## src/rtl/h14tx_rst_seq_if.sv

```systemverilog
// Signal bundle between the HDMI 1.4 TX reset sequencer and its environment.
// lock_loss_cnt exists only when H14TX_RST_SEQ_CNT_EN is defined.
interface h14tx_rst_seq_if;
  logic       lock;
  logic       sw_rst_req;
  logic       ser_rst_n;
  logic       enc_rst_n;
  logic       ctl_rst_n;
  logic       ready;
  logic       lock_lost;
  logic [2:0] state;
`ifdef H14TX_RST_SEQ_CNT_EN
  logic [7:0] lock_loss_cnt;
`endif

  // PLL/system side: drives lock and soft reset, observes the domain resets.
  modport master (
    output lock, sw_rst_req,
    input  ser_rst_n, enc_rst_n, ctl_rst_n, ready, lock_lost, state
`ifdef H14TX_RST_SEQ_CNT_EN
    , input lock_loss_cnt
`endif
  );

  // Sequencer side.
  modport slave (
    input  lock, sw_rst_req,
    output ser_rst_n, enc_rst_n, ctl_rst_n, ready, lock_lost, state
`ifdef H14TX_RST_SEQ_CNT_EN
    , output lock_loss_cnt
`endif
  );
endinterface

```

## src/rtl/h14tx_rst_seq.sv

```systemverilog
// HDMI 1.4 TX reset sequencer: qualifies PLL lock, releases serializer -> encoder -> control.
// Optional saturating lock-loss counter enabled by H14TX_RST_SEQ_CNT_EN.
module h14tx_rst_seq #(
  parameter int LOCK_CYCLES  = 16,
  parameter int STAGE_CYCLES = 8
) (
  input logic            clk,
  input logic            rst_n,
  h14tx_rst_seq_if.slave bus
);
  localparam logic [2:0] S_WAIT   = 3'd0;
  localparam logic [2:0] S_STABLE = 3'd1;
  localparam logic [2:0] S_SER    = 3'd2;
  localparam logic [2:0] S_ENC    = 3'd3;
  localparam logic [2:0] S_RUN    = 3'd4;

  localparam int CNT_MAX = (LOCK_CYCLES > STAGE_CYCLES) ? LOCK_CYCLES : STAGE_CYCLES;
  localparam int CW      = (CNT_MAX > 1) ? $clog2(CNT_MAX) : 1;
  localparam logic [CW-1:0] LOCK_LAST  = CW'(LOCK_CYCLES - 1);
  localparam logic [CW-1:0] STAGE_LAST = CW'(STAGE_CYCLES - 1);

  logic          sync_q1, lock_s;
  logic [2:0]    state_q, state_d;
  logic [CW-1:0] cnt_q, cnt_d;
  logic          lost_d;
  logic          ser_q, enc_q, ctl_q, ready_q, lost_q;

  // Two-flop synchronizer for the asynchronous PLL lock.
  always_ff @(posedge clk or negedge rst_n) begin
    if (!rst_n) begin
      sync_q1 <= 1'b0;
      lock_s  <= 1'b0;
    end else begin
      sync_q1 <= bus.lock;
      lock_s  <= sync_q1;
    end
  end

  always_comb begin
    state_d = state_q;
    cnt_d   = cnt_q + 1'b1;
    lost_d  = 1'b0;
    if (state_q != S_WAIT && (!lock_s || bus.sw_rst_req)) begin
      // Abort: lock loss takes priority for reporting even alongside a soft request.
      state_d = S_WAIT;
      cnt_d   = '0;
      lost_d  = !lock_s;
    end else begin
      case (state_q)
        S_WAIT: begin
          cnt_d = '0;
          if (lock_s) state_d = S_STABLE;
        end
        S_STABLE: if (cnt_q == LOCK_LAST) begin
          state_d = S_SER;
          cnt_d   = '0;
        end
        S_SER: if (cnt_q == STAGE_LAST) begin
          state_d = S_ENC;
          cnt_d   = '0;
        end
        S_ENC: if (cnt_q == STAGE_LAST) begin
          state_d = S_RUN;
          cnt_d   = '0;
        end
        S_RUN: cnt_d = '0;
        default: begin
          state_d = S_WAIT;
          cnt_d   = '0;
        end
      endcase
    end
  end

  // Outputs are decoded from the next state so they move on the same edge as the state.
  always_ff @(posedge clk or negedge rst_n) begin
    if (!rst_n) begin
      state_q <= S_WAIT;
      cnt_q   <= '0;
      ser_q   <= 1'b0;
      enc_q   <= 1'b0;
      ctl_q   <= 1'b0;
      ready_q <= 1'b0;
      lost_q  <= 1'b0;
    end else begin
      state_q <= state_d;
      cnt_q   <= cnt_d;
      ser_q   <= (state_d == S_SER) || (state_d == S_ENC) || (state_d == S_RUN);
      enc_q   <= (state_d == S_ENC) || (state_d == S_RUN);
      ctl_q   <= (state_d == S_RUN);
      ready_q <= (state_d == S_RUN);
      lost_q  <= lost_d;
    end
  end

  assign bus.ser_rst_n = ser_q;
  assign bus.enc_rst_n = enc_q;
  assign bus.ctl_rst_n = ctl_q;
  assign bus.ready     = ready_q;
  assign bus.lock_lost = lost_q;
  assign bus.state     = state_q;

`ifdef H14TX_RST_SEQ_CNT_EN
  logic [7:0] loss_cnt_q;

  always_ff @(posedge clk or negedge rst_n) begin
    if (!rst_n)                            loss_cnt_q <= 8'd0;
    else if (lost_d && loss_cnt_q != 8'hFF) loss_cnt_q <= loss_cnt_q + 8'd1;
  end

  assign bus.lock_loss_cnt = loss_cnt_q;
`endif
endmodule

```

## src/flat_wrapper.sv

```systemverilog
// flat-port wrapper written by rule: the top's interface ports become plain ports
module h14tx_rst_seq_flat 
#(
  parameter int LOCK_CYCLES  = 16,
  parameter int STAGE_CYCLES = 8
)
  (clk, rst_n, bus_lock, bus_sw_rst_req, bus_ser_rst_n, bus_enc_rst_n, bus_ctl_rst_n, bus_ready, bus_lock_lost, bus_state);
  h14tx_rst_seq_if bus_i ();
  input logic clk;
  input logic rst_n;
  input wire logic [$bits(bus_i.lock)-1:0] bus_lock;
  input wire logic [$bits(bus_i.sw_rst_req)-1:0] bus_sw_rst_req;
  output wire logic [$bits(bus_i.ser_rst_n)-1:0] bus_ser_rst_n;
  output wire logic [$bits(bus_i.enc_rst_n)-1:0] bus_enc_rst_n;
  output wire logic [$bits(bus_i.ctl_rst_n)-1:0] bus_ctl_rst_n;
  output wire logic [$bits(bus_i.ready)-1:0] bus_ready;
  output wire logic [$bits(bus_i.lock_lost)-1:0] bus_lock_lost;
  output wire logic [$bits(bus_i.state)-1:0] bus_state;
  assign bus_i.lock = bus_lock;
  assign bus_i.sw_rst_req = bus_sw_rst_req;
  assign bus_ser_rst_n = bus_i.ser_rst_n;
  assign bus_enc_rst_n = bus_i.enc_rst_n;
  assign bus_ctl_rst_n = bus_i.ctl_rst_n;
  assign bus_ready = bus_i.ready;
  assign bus_lock_lost = bus_i.lock_lost;
  assign bus_state = bus_i.state;
  h14tx_rst_seq #(.LOCK_CYCLES(LOCK_CYCLES), .STAGE_CYCLES(STAGE_CYCLES)) u_core (.clk(clk), .rst_n(rst_n), .bus(bus_i));
endmodule
```

## config.mk

```make
export PLATFORM = sky130hd
export DESIGN_NAME = h14tx_rst_seq_flat
export DESIGN_NICKNAME = d
export VERILOG_FILES = /design/src/rtl/h14tx_rst_seq_if.sv /design/src/rtl/h14tx_rst_seq.sv /design/src/flat_wrapper.sv
export SDC_FILE = /design/constraint.sdc
export NUM_CORES = 1
export LEC_CHECK = 0
export BUFFER_PORTS_ARGS = -buffer_cell sky130_fd_sc_hd__buf_2
export CAP_MARGIN = 20
export CORE_UTILIZATION = 40
export CTS_BUF_LIST = sky130_fd_sc_hd__clkbuf_8
export CTS_CLUSTER_SIZE = 8
export DETAILED_ROUTE_END_ITERATION = 10
export PLACE_DENSITY = 0.63
export SYNTH_ARGS = -nofsm -noshare
export SYNTH_HDL_FRONTEND = slang
export SYNTH_SLANG_ARGS = --single-unit
export TNS_END_PERCENT = 10
```

## constraint.sdc

```tcl
create_clock -name clk -period 1.9 [get_ports clk]
set_input_delay 0.095 -clock clk [delete_from_list [all_inputs] [get_ports clk]]
set_output_delay 0.095 -clock clk [all_outputs]
set_load 0.005 [all_outputs]
```

### After elaboration in Yosys (flattened, before gate mapping)

Index checks and enable logic that the tools add are counted.
Widths: inputs -> output; s select.

| operators by class | value |
|---|---|
| reduce and logical (&&, ||, !) cells | 9 |
| $mul | 0 |
| divide/modulo/power cells | 0 |
| muxes and demuxes | 11 |
| $add $sub $neg | 1 |
| shifts and indexed selects | 0 |
| magnitude comparators | 0 |
| bitwise gates (word level) | 0 |
| equality and inequality tests | 9 |

Operator list:

| kind | count |
|---|---|
| $mux 3 | 5 |
| $pmux 3 s5 | 1 |
| $eq 3x2->1 const B | 4 |
| $mux 4 | 3 |
| $pmux 4 s2 | 1 |
| $eq 3x3->1 const B | 2 |
| $add 4x1->4 const B | 1 |
| $eq 4x3->1 const B | 1 |
| $eq 4x4->1 const B | 1 |
| $logic_or 1x1->1 | 4 |
| $eq 3x1->1 const B | 1 |
| $logic_not 3->1 | 1 |
| $reduce_bool 3->1 | 1 |
| $reduce_or 2->1 | 1 |
| $logic_and 1x1->1 | 1 |
| $logic_not 1->1 | 1 |
| $mux 1 | 1 |

| word-level totals | value |
|---|---|
| bits in latches | 0 |
| memories kept | 0 |
| output and inout bits | 8 |
| flip-flop bits (word level) | 13 |
| input port bits | 4 |
| word-level logic and storage cells | 38 |
| memory bits (read-only) | 0 |
| bits in writable memories | 0 |

### Logic depth before layout (Yosys ltp)

Gate-level depths: netlist (run 1).

| depth | value |
|---|---|
| word-level depth | 7 |
| depth in mapped cells | 5 |
| depth with buffers taken out | 4 |

### Worst setup path before layout (run 1)

OpenSTA, ideal clock, no wires.

| timing | value |
|---|---|
| path kind | flip-flop to flip-flop |
| from | register u_core.cnt_q[0] |
| to | register u_core.ctl_q, in the netlist u_core.bus.ctl_rst_n |
| arrival | 1278 ps |
| cell stages (with the launch flop) | 6 |
| clock period less this slack | 1356 ps |
| path buffers | 1 |
| data required time | 1822 ps |
| library setup time | 78 ps |
| path slack | 544 ps |
| cells stage by stage | dfrtp_1 -> ha_1 -> buf_4 -> nand3_1 -> or3b_1 -> a21oi_1 |

| on the way | value |
|---|---|
| word-level cells in the longest chain between the ends | 5 |
| elaborated cells on any way between the ends | 8 |
| classes of those cells | 3 x eq/ne; 5 x mux |

Ends and longest elaborated chain:

| what | RTL line | text |
|---|---|---|
| start, declared | h14tx_rst_seq.sv:24 | `logic [CW-1:0] cnt_q, cnt_d;` |
| start signal, assigned | h14tx_rst_seq.sv:87 | `cnt_q <= cnt_d;` |
| $eq 4x3->1 or $eq 4x4->1 (tied branches) | h14tx_rst_seq.sv:58, h14tx_rst_seq.sv:62, h14tx_rst_seq.sv:54 |  |
| $mux 3, on equally long branches | h14tx_rst_seq.sv:62, h14tx_rst_seq.sv:54, h14tx_rst_seq.sv:58 |  |
| $pmux 3 s5 (*) | h14tx_rst_seq.sv:49 | `case (state_q)` |
| $mux 3 (*) | h14tx_rst_seq.sv:43 | `if (state_q != S_WAIT && (!lock_s \|\| bus.sw_rst_req)) begin` |
| $eq 3x3->1 (*) | h14tx_rst_seq.sv:90 | `ctl_q <= (state_d == S_RUN);` |
| end signal, assigned | h14tx_rst_seq.sv:90 |  |
| end, declared | h14tx_rst_seq.sv:26 | `logic ser_q, enc_q, ctl_q, ready_q, lost_q;` |

Mark *: on every way between the ends. The rest lies on a longest branch, timed or not.

### Worst setup path after layout (run 1)

Same ends and word-level chain as after synthesis.

==> results of run 1 <==
==> synth_stat cells (2+ instances only) <==
cell type  number
a21oi_1         4
nand2_1         4
buf_4           3
a41oi_1         2
xnor2_1         2
dfrtp_1        13
and2b_1         2
o21ai_0         2
nor3_1          3
nor2_1          4
==> power by group through the flow <==
stage                     registers [W]  clock network (W)  logic (W)
after floorplan                0.000308                  0  0.0000276
after global placement         0.000310                  0  0.0000499
after detailed placement       0.000310                  0  0.0000496
after CTS                      0.000305           0.000242  0.0000527
after global routing           0.000306           0.000261  0.0000588
final                          0.000305           0.000232  0.0000517
==> flip-flops by register name, summed over array words and instances (netlist names) <==
signal	cells
u_core.cnt_q	4
u_core.bus.state	3
u_core.bus.ctl_rst_n	1
u_core.bus.enc_rst_n	1
u_core.bus.lock_lost	1
u_core.bus.ser_rst_n	1
u_core.lock_s	1
u_core.sync_q1	1
==> area by class of cell <==
cell class,instances,area [um^2],share of cell area (%)
Sequential cell,13,325,44.9
Multi-Input combinational cell,37,256,35.4
Timing Repair Buffer,13,75.1,10.4
Clock buffer,3,41.3,5.70
Tap cell,15,18.8,2.59
Clock inverter,1,3.75,0.518
Inverter,1,3.75,0.518
==> layer usage <==
metal  vias to the layer above  track usage [%]
li1                        220                -
met4                         0             7.74
met5                         -                0
met1                       193             17.7
met2                        17             17.5
met3                         5             7.83
==> worst max-delay path, delay by kind of cell, from the launching register on <==
family / cells / cell delay, ns
flip-flops: 1 / 0.40
AO/OA/AOI/OAI: 1 / 0.15
AND/OR/NAND/NOR: 2 / 0.56
adder cells (fa/ha/maj): 1 / 0.33
==> how the worst min path moves through the flow <==
stage,from,end,slack (ns),cells past startpoint
2_1_floorplan,rst_n,u_core.bus.ctl_rst_n,-0.20,0
3_3_place_gp,rst_n,u_core.bus.enc_rst_n,-0.005,1
3_5_place_dp,rst_n,u_core.bus.enc_rst_n,-0.006,1
4_1_cts,bus_sw_rst_req,u_core.bus.ser_rst_n,0.25,3
5_1_grt,bus_sw_rst_req,u_core.bus.ser_rst_n,0.27,3
6_report,bus_sw_rst_req,u_core.bus.ser_rst_n,0.25,3
==> kinds of logic after synthesis <==
group,count (synthesis)
AOI/OAI and AO/OA,10
buffers and inverters,6
xor gates and xnor gates,2
adders and majority gates,1
DFF,13
and+or+nand+nor,23
muxes,1
==> placed cells by master (no fill, tap or decap), types with 3 or more instances in the layout <==
cell type  Yosys  routed
a21oi_1        4       4
buf_2          1      11
clkbuf_8       0       3
dfrtp_1       13      13
nand2_1        4       4
nor2_1         4       4
nor3_1         3       3
==> metrics by stage <==
step | setup slack [ns] | power (W) | util (%) | area, um^2
4_1_cts | 0.384 | 0.000600 | 52.4 | 724
3_5_place_dp | 0.408 | 0.000359 | 47.7 | 659
3_3_place_gp | 0.451 | 0.000360 | 47.7 | 659
2_1_floorplan | 0.544 | 0.000335 | - | 624
6_report | 0.377 | 0.000589 | 52.4 | 724
5_1_grt | 0.246 | 0.000626 | 52.4 | 724
==> impl.org, run 1 <==
** Global routing
- GRT Util Overall :: 13.7%
- The first global-routing pass estimated 1680 um of wire.
- Initial antenna violation count :: 0
- Maximum number of pins on one net before global-route repair :: 14
- Global route total overflow :: 0
- Vias in the first global route :: 366

** Pwr
- Clock group share of total power :: 39.4%
- The worst-case IR drop observed on VDD is 0.000589 V.
- Net switching fraction of the power :: 22.2%
- Leakage power :: 0.336 nW
- Combinational cells account for 8.8% of the total power.
- Total net switching power :: 0.000131 W
- Int Pwr :: 0.000458 W
- In this run, flip-flops and latches consume 51.8% of the power.
- Dividing total power by cell area gives a power density of 813 nW/um^2.

** Routing
- The detailed router put a total of 503 um of wire on met1.
- Summed over all layers, the routed wires come to 987 um.
- The first TritonRoute pass finished after 4 iterations.
- In the detailed route, the total length drawn on met3 is 63 um.
- Post-detailed-route DRC marker count :: 0
- Average vias per placed instance :: 5.24
- Highest metal layer with signal wires :: met4
- In the final routed layout, each cell accounts on average for 11.9 um.
- The routed design uses 400 um of met2 wire.
- Violation count after the first detailed-route iteration :: 3
- Across all layers, the routed design uses 435 vias.
- Number of nets still failing antenna checks after routing :: 0

** Yosys
- Multiplexer fraction of the synthesized cell area :: 1.60%
- Area share of the leading cell type in the synthesized netlist :: 52.1%
- Yosys Warn Count :: 0
- Net count of the mapped netlist :: 61
- Sequential cell area fraction in the yosys report :: 52.1%
- Share of synthesized cell area in and, or, nand and nor gates :: 23.2%
- By area, the combinational part of the netlist is dominated by simple AND/OR/NAND/NOR gates.
- Fraction of synthesized cell area in xor and xnor cells :: 2.81%
- Summed over all instances, the cell type with the most area after synthesis is dfrtp_1.
- The number of different library cells used by synthesis comes to 27.
- Each instance of the synthesized netlist takes up on average 11.1 um^2.
- After synthesis the netlist holds a flip-flop and latch count of 13.
- Fraction of synthesis flops using an asynchronous set or reset pin :: 100%
- Yosys mapped a number of flops with a built-in enable equal to 0.
- The synthesized netlist devotes 11.4% of its cell area to compound gates.
- Synth top area cells :: dfrtp_1 52%, buf_4 3.6%, a21oi_1 3.2%
- Top FF cell, synth :: dfrtp_1
- Cell area after synthesis :: 624 um^2
- Adder and majority gate portion of the synthesized area :: 2.00%
- Number of instances in the synthesized netlist :: 56

** Clock network
- Counting every sink on the clock net gives 13.
- In this run, post-CTS repair resized a total of 0 instances.
- CTS Root Buffer Type :: clkbuf_8
- The number of hold buffers added after CTS was 2.
- After clock tree synthesis, the clock-pin slew on the worst setup and hold paths is 0.05 ns.
- Clock tree from TritonCTS :: built
- # H-tree levels :: 1
- The clock reaches the later pin of the worst-skew pair after 0.24 ns.
- Setup repair bufs after CTS :: 0
- Max Buffers Root-to-Sink :: 2
- Buffers inserted during clock tree synthesis total 3.

** STA
- Tcrit/Tclk final :: 80.1%
- Setup repair after global routing left no endpoint under its margin.
- Hold timing on the final database bottoms out at a slack of 0.252 ns.
- Fmax :: 0.657 GHz
- Count of endpoints failing setup in the final report :: 0
- Slew headroom :: 79.0%
- Fin Setup TNS :: 0 ns
- For the finished layout, the period the worst path requires is 1.52 ns.
- The number of pins with negative max-slew slack in the final report came to 0.
- At the pin with the least slew margin, the transition time is 0.315 ns.
- Number of hold violations in the final report :: 0
- Setup skew after layout :: 0.00259 ns

** Setup path
- Capture instance of the worst register-to-register path :: u_core.bus.ctl_rst_n
- Cell at the slowest stage of the critical path :: dfrtp_1
- Highest fanout seen on the critical path :: 8
- Setup crit start :: u_core.cnt_q[0]
- STA classifies the critical path startpoint as a register.
- Counting cells, the worst reg-to-reg path comes to 4.
- Arrival @ worst endpoint :: 1.69 ns
- CP endpoint :: u_core.bus.ctl_rst_n
- Register-to-register setup slack :: 0.38 ns
- Endpoint kind of the worst setup timing path :: register
- At the worst endpoint, the required time is 2.06 ns.
- Crit-path max cell delay :: 0.40 ns
- The setup path with the least slack is of type reg2reg.
- Walking the worst path, the cells encountered are ha_1, nand3_1, or3b_1, a21oi_1.
- In this run the critical register-to-register path is launched from u_core.cnt_q[0].

** Floorplan
- Chip height :: 41.5 um
- X dimension of the die :: 41.5 um
- The core region is 1380 um^2.
- Initial Util :: 45.2%
- Placement row count :: 13
- In this run the count of I/O pins placed on the die edge is 12.
- Area of the die :: 1720 um^2

** Outcome
- The flow ran to the end, and the final reports show no timing, DRC or antenna violations.

** Layout
- Of the cells placed in the final design, the portion with a size suffix greater than 1 is 26.5%.
- Antenna diode instance count :: 0
- Fillcell total :: 110
- The final layout contains 74 nets.
- Relative to the synthesized area, the layout overhead comes to 16.0%.
- Post-layout instance count excluding filler cells :: 83

** Run
- Number of max-capacitance violations reported :: 0

** Place
- Port-buffer cells :: 11
- Once placement completed, the tool counted placed cells totaling 77.
- Final Wtd Congestion :: 0.695

** Worst hold path
- Type of the most critical hold path :: in2reg
(Power assumes the default switching activity.)
==> inputs of run 2 (changes only) <==
--- a/config.mk
+++ b/config.mk
@@ -5,6 +5,7 @@
 export SDC_FILE = /design/constraint.sdc
 export NUM_CORES = 1
 export LEC_CHECK = 0
+export ABC_AREA = 1
 export BUFFER_PORTS_ARGS = -buffer_cell sky130_fd_sc_hd__buf_2
 export CAP_MARGIN = 20
 export CORE_UTILIZATION = 40
==> constraint.sdc (replaced) <==
create_clock -name clk -period 1.57 [get_ports clk]
set_input_delay 0.0785 -clock clk [delete_from_list [all_inputs] [get_ports clk]]
set_output_delay 0.0785 -clock clk [all_outputs]
set_load 0.005 [all_outputs]
==> impl.org, run 2 <==
** Outcome
- Status :: finished, final reports clean

** Floorplan
- The total I/O pin count came to 12 (unchanged).
- Area of the die :: 1670 um^2 (-3.2%)
- Initial Util :: 44.7% (-0.49 points)
- The die boundary height is 40.8 um (-1.6%).
- The area inside the core boundary came to 1350 um^2 (-2.4%).
- The overall die width is 40.8 um (-1.6%).
- Placement row count :: 13 (unchanged)

** Yosys
- Post-Syn Area per Cell :: 9.14 um^2 (-18%)
- Area share of the leading cell type in the synthesized netlist :: 53.9% (+1.8 points)
- Number of instances in the synthesized netlist :: 66 (+18%)
- The sequential area share after synthesis came to 53.9% (+1.8 points).
- The number of flops mapped to enable cells by yosys came to 0 (unchanged).
- By area the synthesized netlist is led by dfrtp_1 54%, nand2_1 9.3%, nor2_1 5.6%.
- The total nets after synthesis came to 71 (+16%).
- Commonest cells post-synth :: 15 x nand2_1, 13 x dfrtp_1, 9 x nor2_1
- Among all cell types in the netlist, the one instantiated most often is nand2_1.
- For this run, the leading register cell type out of synthesis is dfrtp_1.
- The synthesis-stage register bit count came to 13 (unchanged).
- dfrtp_1 takes more of the synthesized area than any other cell.
- The count of different cell masters after synthesis came to 19 (-30%).
- The count of synthesis-stage warnings from yosys was 0 (unchanged).
- Fraction of synthesis flops using an asynchronous set or reset pin :: 100% (unchanged)
- Cell area after synthesis :: 603 um^2 (-3.4%)

** Layout
- Layout Nets :: 88 (+19%)
- Layout Cell Area excl Fill :: 734 um^2 (+1.4%)
- Leading cell type in the layout, fill and taps excluded :: nand2_1
- Most frequent cells in the layout :: 15 x nand2_1, 13 x dfrtp_1, 11 x buf_2, 9 x nor2_1, 9 x inv_1
- Fillcell total :: 134 (+22%)
- Share of cells above drive strength 1 :: 26.8% (+0.36 points)
- The flip-flop count of the largest register, all copies and words added came to 4 (unchanged).
- The register cell area after layout was 325 um^2 (unchanged).
- From synthesis to final layout, the design area changed by 21.8%.
- Antenna diode instance count :: 0 (unchanged)
- Post-layout util :: 54.4% (+2.0 points)
- Biggest register :: u_core.cnt_q
- The multi-input combinational cell area is 233 um^2 (-9.3%).

** STA
- Final Slew Violations :: 0 (unchanged)
- Setup repair after global routing missed its margin :: no
- The slew at the pin closest to its max-slew limit is 0.285 ns (-0.0306 ns).
- Fmax :: 0.802 GHz (+22%)
- Min Hold Slack :: 0.249 ns (-0.00295 ns)
- The worst relative slew slack came to 81.0% (+2.0 points).
- Fin Setup TNS :: 0 ns (unchanged)
- The count of endpoints failing hold in the final timing report is 0 (unchanged).
- The worst setup skew after layout came to 0.00202 ns (-0.000573 ns).
- The minimum period implied by the final worst setup slack is 1.25 ns (-0.275 ns).
- The final count of negative-setup-slack endpoints is 0 (unchanged).
- Worst Slack Setup Final :: 0.322 ns (-0.0551 ns)
- The ratio of final minimum period to clock period was 79.5% (-0.67 points).

** Clock network
- Clk sink count :: 13 (unchanged)
- CTS buffer count :: 3 (unchanged)
- The worst-skew pair later-pin latency is 0.24 ns (about the same).
- The number of buffers between clock root and the deepest sink was 2 (unchanged).
- # H-tree levels :: 1 (unchanged)
- CTS placed an instance of clkbuf_8 at the clock tree root.
- Clock-pin slew reported for the worst setup and hold paths after clock tree synthesis :: 0.05 ns (about the same)
- TritonCTS built the clock tree.

** Setup path
- The worst path required time is 1.69 ns (-0.37 ns).
- Register-to-register setup slack :: 0.32 ns (-0.06 ns)
- Category of the critical setup timing path :: reg2reg
- The path depth of the worst reg2reg path came to 7 (+3).
- Kind of start point of the critical path :: register
- The arrival time at the worst endpoint is 1.37 ns (-0.32 ns).
- Highest fanout seen on the critical path :: 4 (-4)
- Endpoint kind of the worst setup timing path :: register
- In this run the critical register-to-register path is launched from u_core.cnt_q[0].
- Capture instance of the worst register-to-register path :: u_core.bus.ser_rst_n

** Worst hold path
- Type of the most critical hold path :: in2async

** Place
- Detailed-placement wirelength estimate :: 770 um
- Post-placement worst setup slack :: 0.322 ns (-0.0867 ns)
- The placed standard-cell area came to 669 um^2 (+1.5%).
- The final weighted congestion in routability-driven placement was 0.793 (+14%).
- The count of input and output buffers came to 11 (unchanged).

** Global routing
- The wire length of the first global-routing pass came to 1590 um (-5.3%).
- Initial antenna violation count :: 0 (unchanged)
- Vias in the first global route :: 382 (+4.4%)
- Global route total overflow :: 0 (unchanged)
- The global-route usage over all layers was 15.0% (+1.4 points).
- The largest net degree at the start of global routing is 14 (unchanged).

** Routing
- Violation count after the first detailed-route iteration :: 2 (-1)
- The average detailed-routed wire length per instance was 10.1 um (-15%).
- Wire length the detailed router placed on met1 :: 511 um (+1.6%)
- The number of vias per cell came to 4.67 (-11%).
- The vias after detailed routing is 453 (+4.1%).
- The total met3 wirelength after detailed routing came to 32 um (-49%).
- The highest metal layer carrying signal wires in the routed design is met4.
- Met2 wirelength from detailed routing :: 416 um (+4.0%)
- Detailed Routing Iterations Pass 1 :: 4 (unchanged)
- Post-detailed-route DRC marker count :: 0 (unchanged)
- The wire length after detailed routing is 978 um (-0.91%).
- Number of nets still failing antenna checks after routing :: 0 (unchanged)

** Pwr
- The leakage power of the design was 0.419 nW (+25%).
- Power per cell area :: 1290 nW/um^2 (+58%)
- The largest vdd supply drop is 0.000835 V (+42%).

** Run
- Number of max-capacitance violations reported :: 0 (unchanged)
-- run 2: changes by cell type in the layout (fill, tap and decap cells not counted), moves of 2 or more --
cell	before	now
nand3_1	1	6
a41oi_1	2	0
and2b_1	2	0
nand2_1	4	15
nor3_1	3	1
inv_1	2	9
inv_2	0	2
nor2_1	4	9
a21oi_1	4	0
xnor2_1	2	0
-- run 2: cells by family after synthesis --
| kind of cell | Yosys count | synth area share (%) |
|---|---|---|
| XOR/XNOR | 1 | 1.45 |
| AND/OR/NAND/NOR | 37 | 30.3 |
| buffers and inverters | 11 | 7.47 |
| AO/OA/AOI/OAI | 3 | 4.77 |
| adder cells (fa/ha/maj) | 1 | 2.07 |
| flip-flops | 13 | 53.9 |
-- run 2: worst max-delay path, cell delays in order, from the launching register on --
cell and delay, ns:
dfrtp_1 0.39, ha_1 0.24, nand3_1 0.11, inv_1 0.07
nand2_1 0.05, o21ai_0 0.08, nand2_1 0.12, nand2_1 0.07
-- run 2: per-layer routing --
layer	vias up	global-route usage, %
li1	236	-
met1	207	20.5
met2	8	22.3
met3	2	3.26
met4	0	7.50
met5	-	0
-- run 2: stage by stage --
stage | power [W] | instances
after floorplan | 0.000603 | 66
after global placement | 0.000667 | 91
after detailed placement | 0.000670 | 91
after CTS | 0.000960 | 97
after global routing | 0.00102 | 97
final | 0.000944 | 97
-- run 2: cell type report --
| type | count | share of cell area (%) |
|---|---|---|
| clock inverter | 1 | 0.511 |
| sequential | 13 | 44.3 |
| inverter | 10 | 5.11 |
| multi-input combinational | 42 | 31.7 |
| timing repair buffer | 13 | 10.2 |
| clock buffer | 3 | 5.62 |
| tap | 15 | 2.56 |
-- run 2: repair_timing --
action / 4_1_cts / 5_1_grt
resized for setup: 0 / 0
buffers inserted: 0 / 0
hold buffers: 2 / 0
hold endpoints to repair: 14 / 0
-- run 2: worst max path at each step --
| stage | end | from | slack, ns | cells past startpoint |
|---|---|---|---|---|
| after floorplan | u_core.bus.state[0] | u_core.cnt_q[0] | 0.40 | 6 |
| after global placement | u_core.bus.ser_rst_n | u_core.cnt_q[0] | 0.32 | 7 |
| after detailed placement | u_core.cnt_q[0] | u_core.cnt_q[0] | 0.32 | 5 |
| after CTS | u_core.cnt_q[0] | u_core.cnt_q[0] | 0.31 | 5 |
| after global routing | u_core.cnt_q[0] | u_core.cnt_q[0] | 0.20 | 5 |
| final | u_core.bus.ser_rst_n | u_core.cnt_q[0] | 0.32 | 7 |
-- run 2: power by group --
group	internal [W]	switching (W)	total, W
combinational	0.000102	0.000143	0.000244
sequential	0.000380	0.0000397	0.000419
clock	0.000172	0.000109	0.000281
total	0.000653	0.000291	0.000944
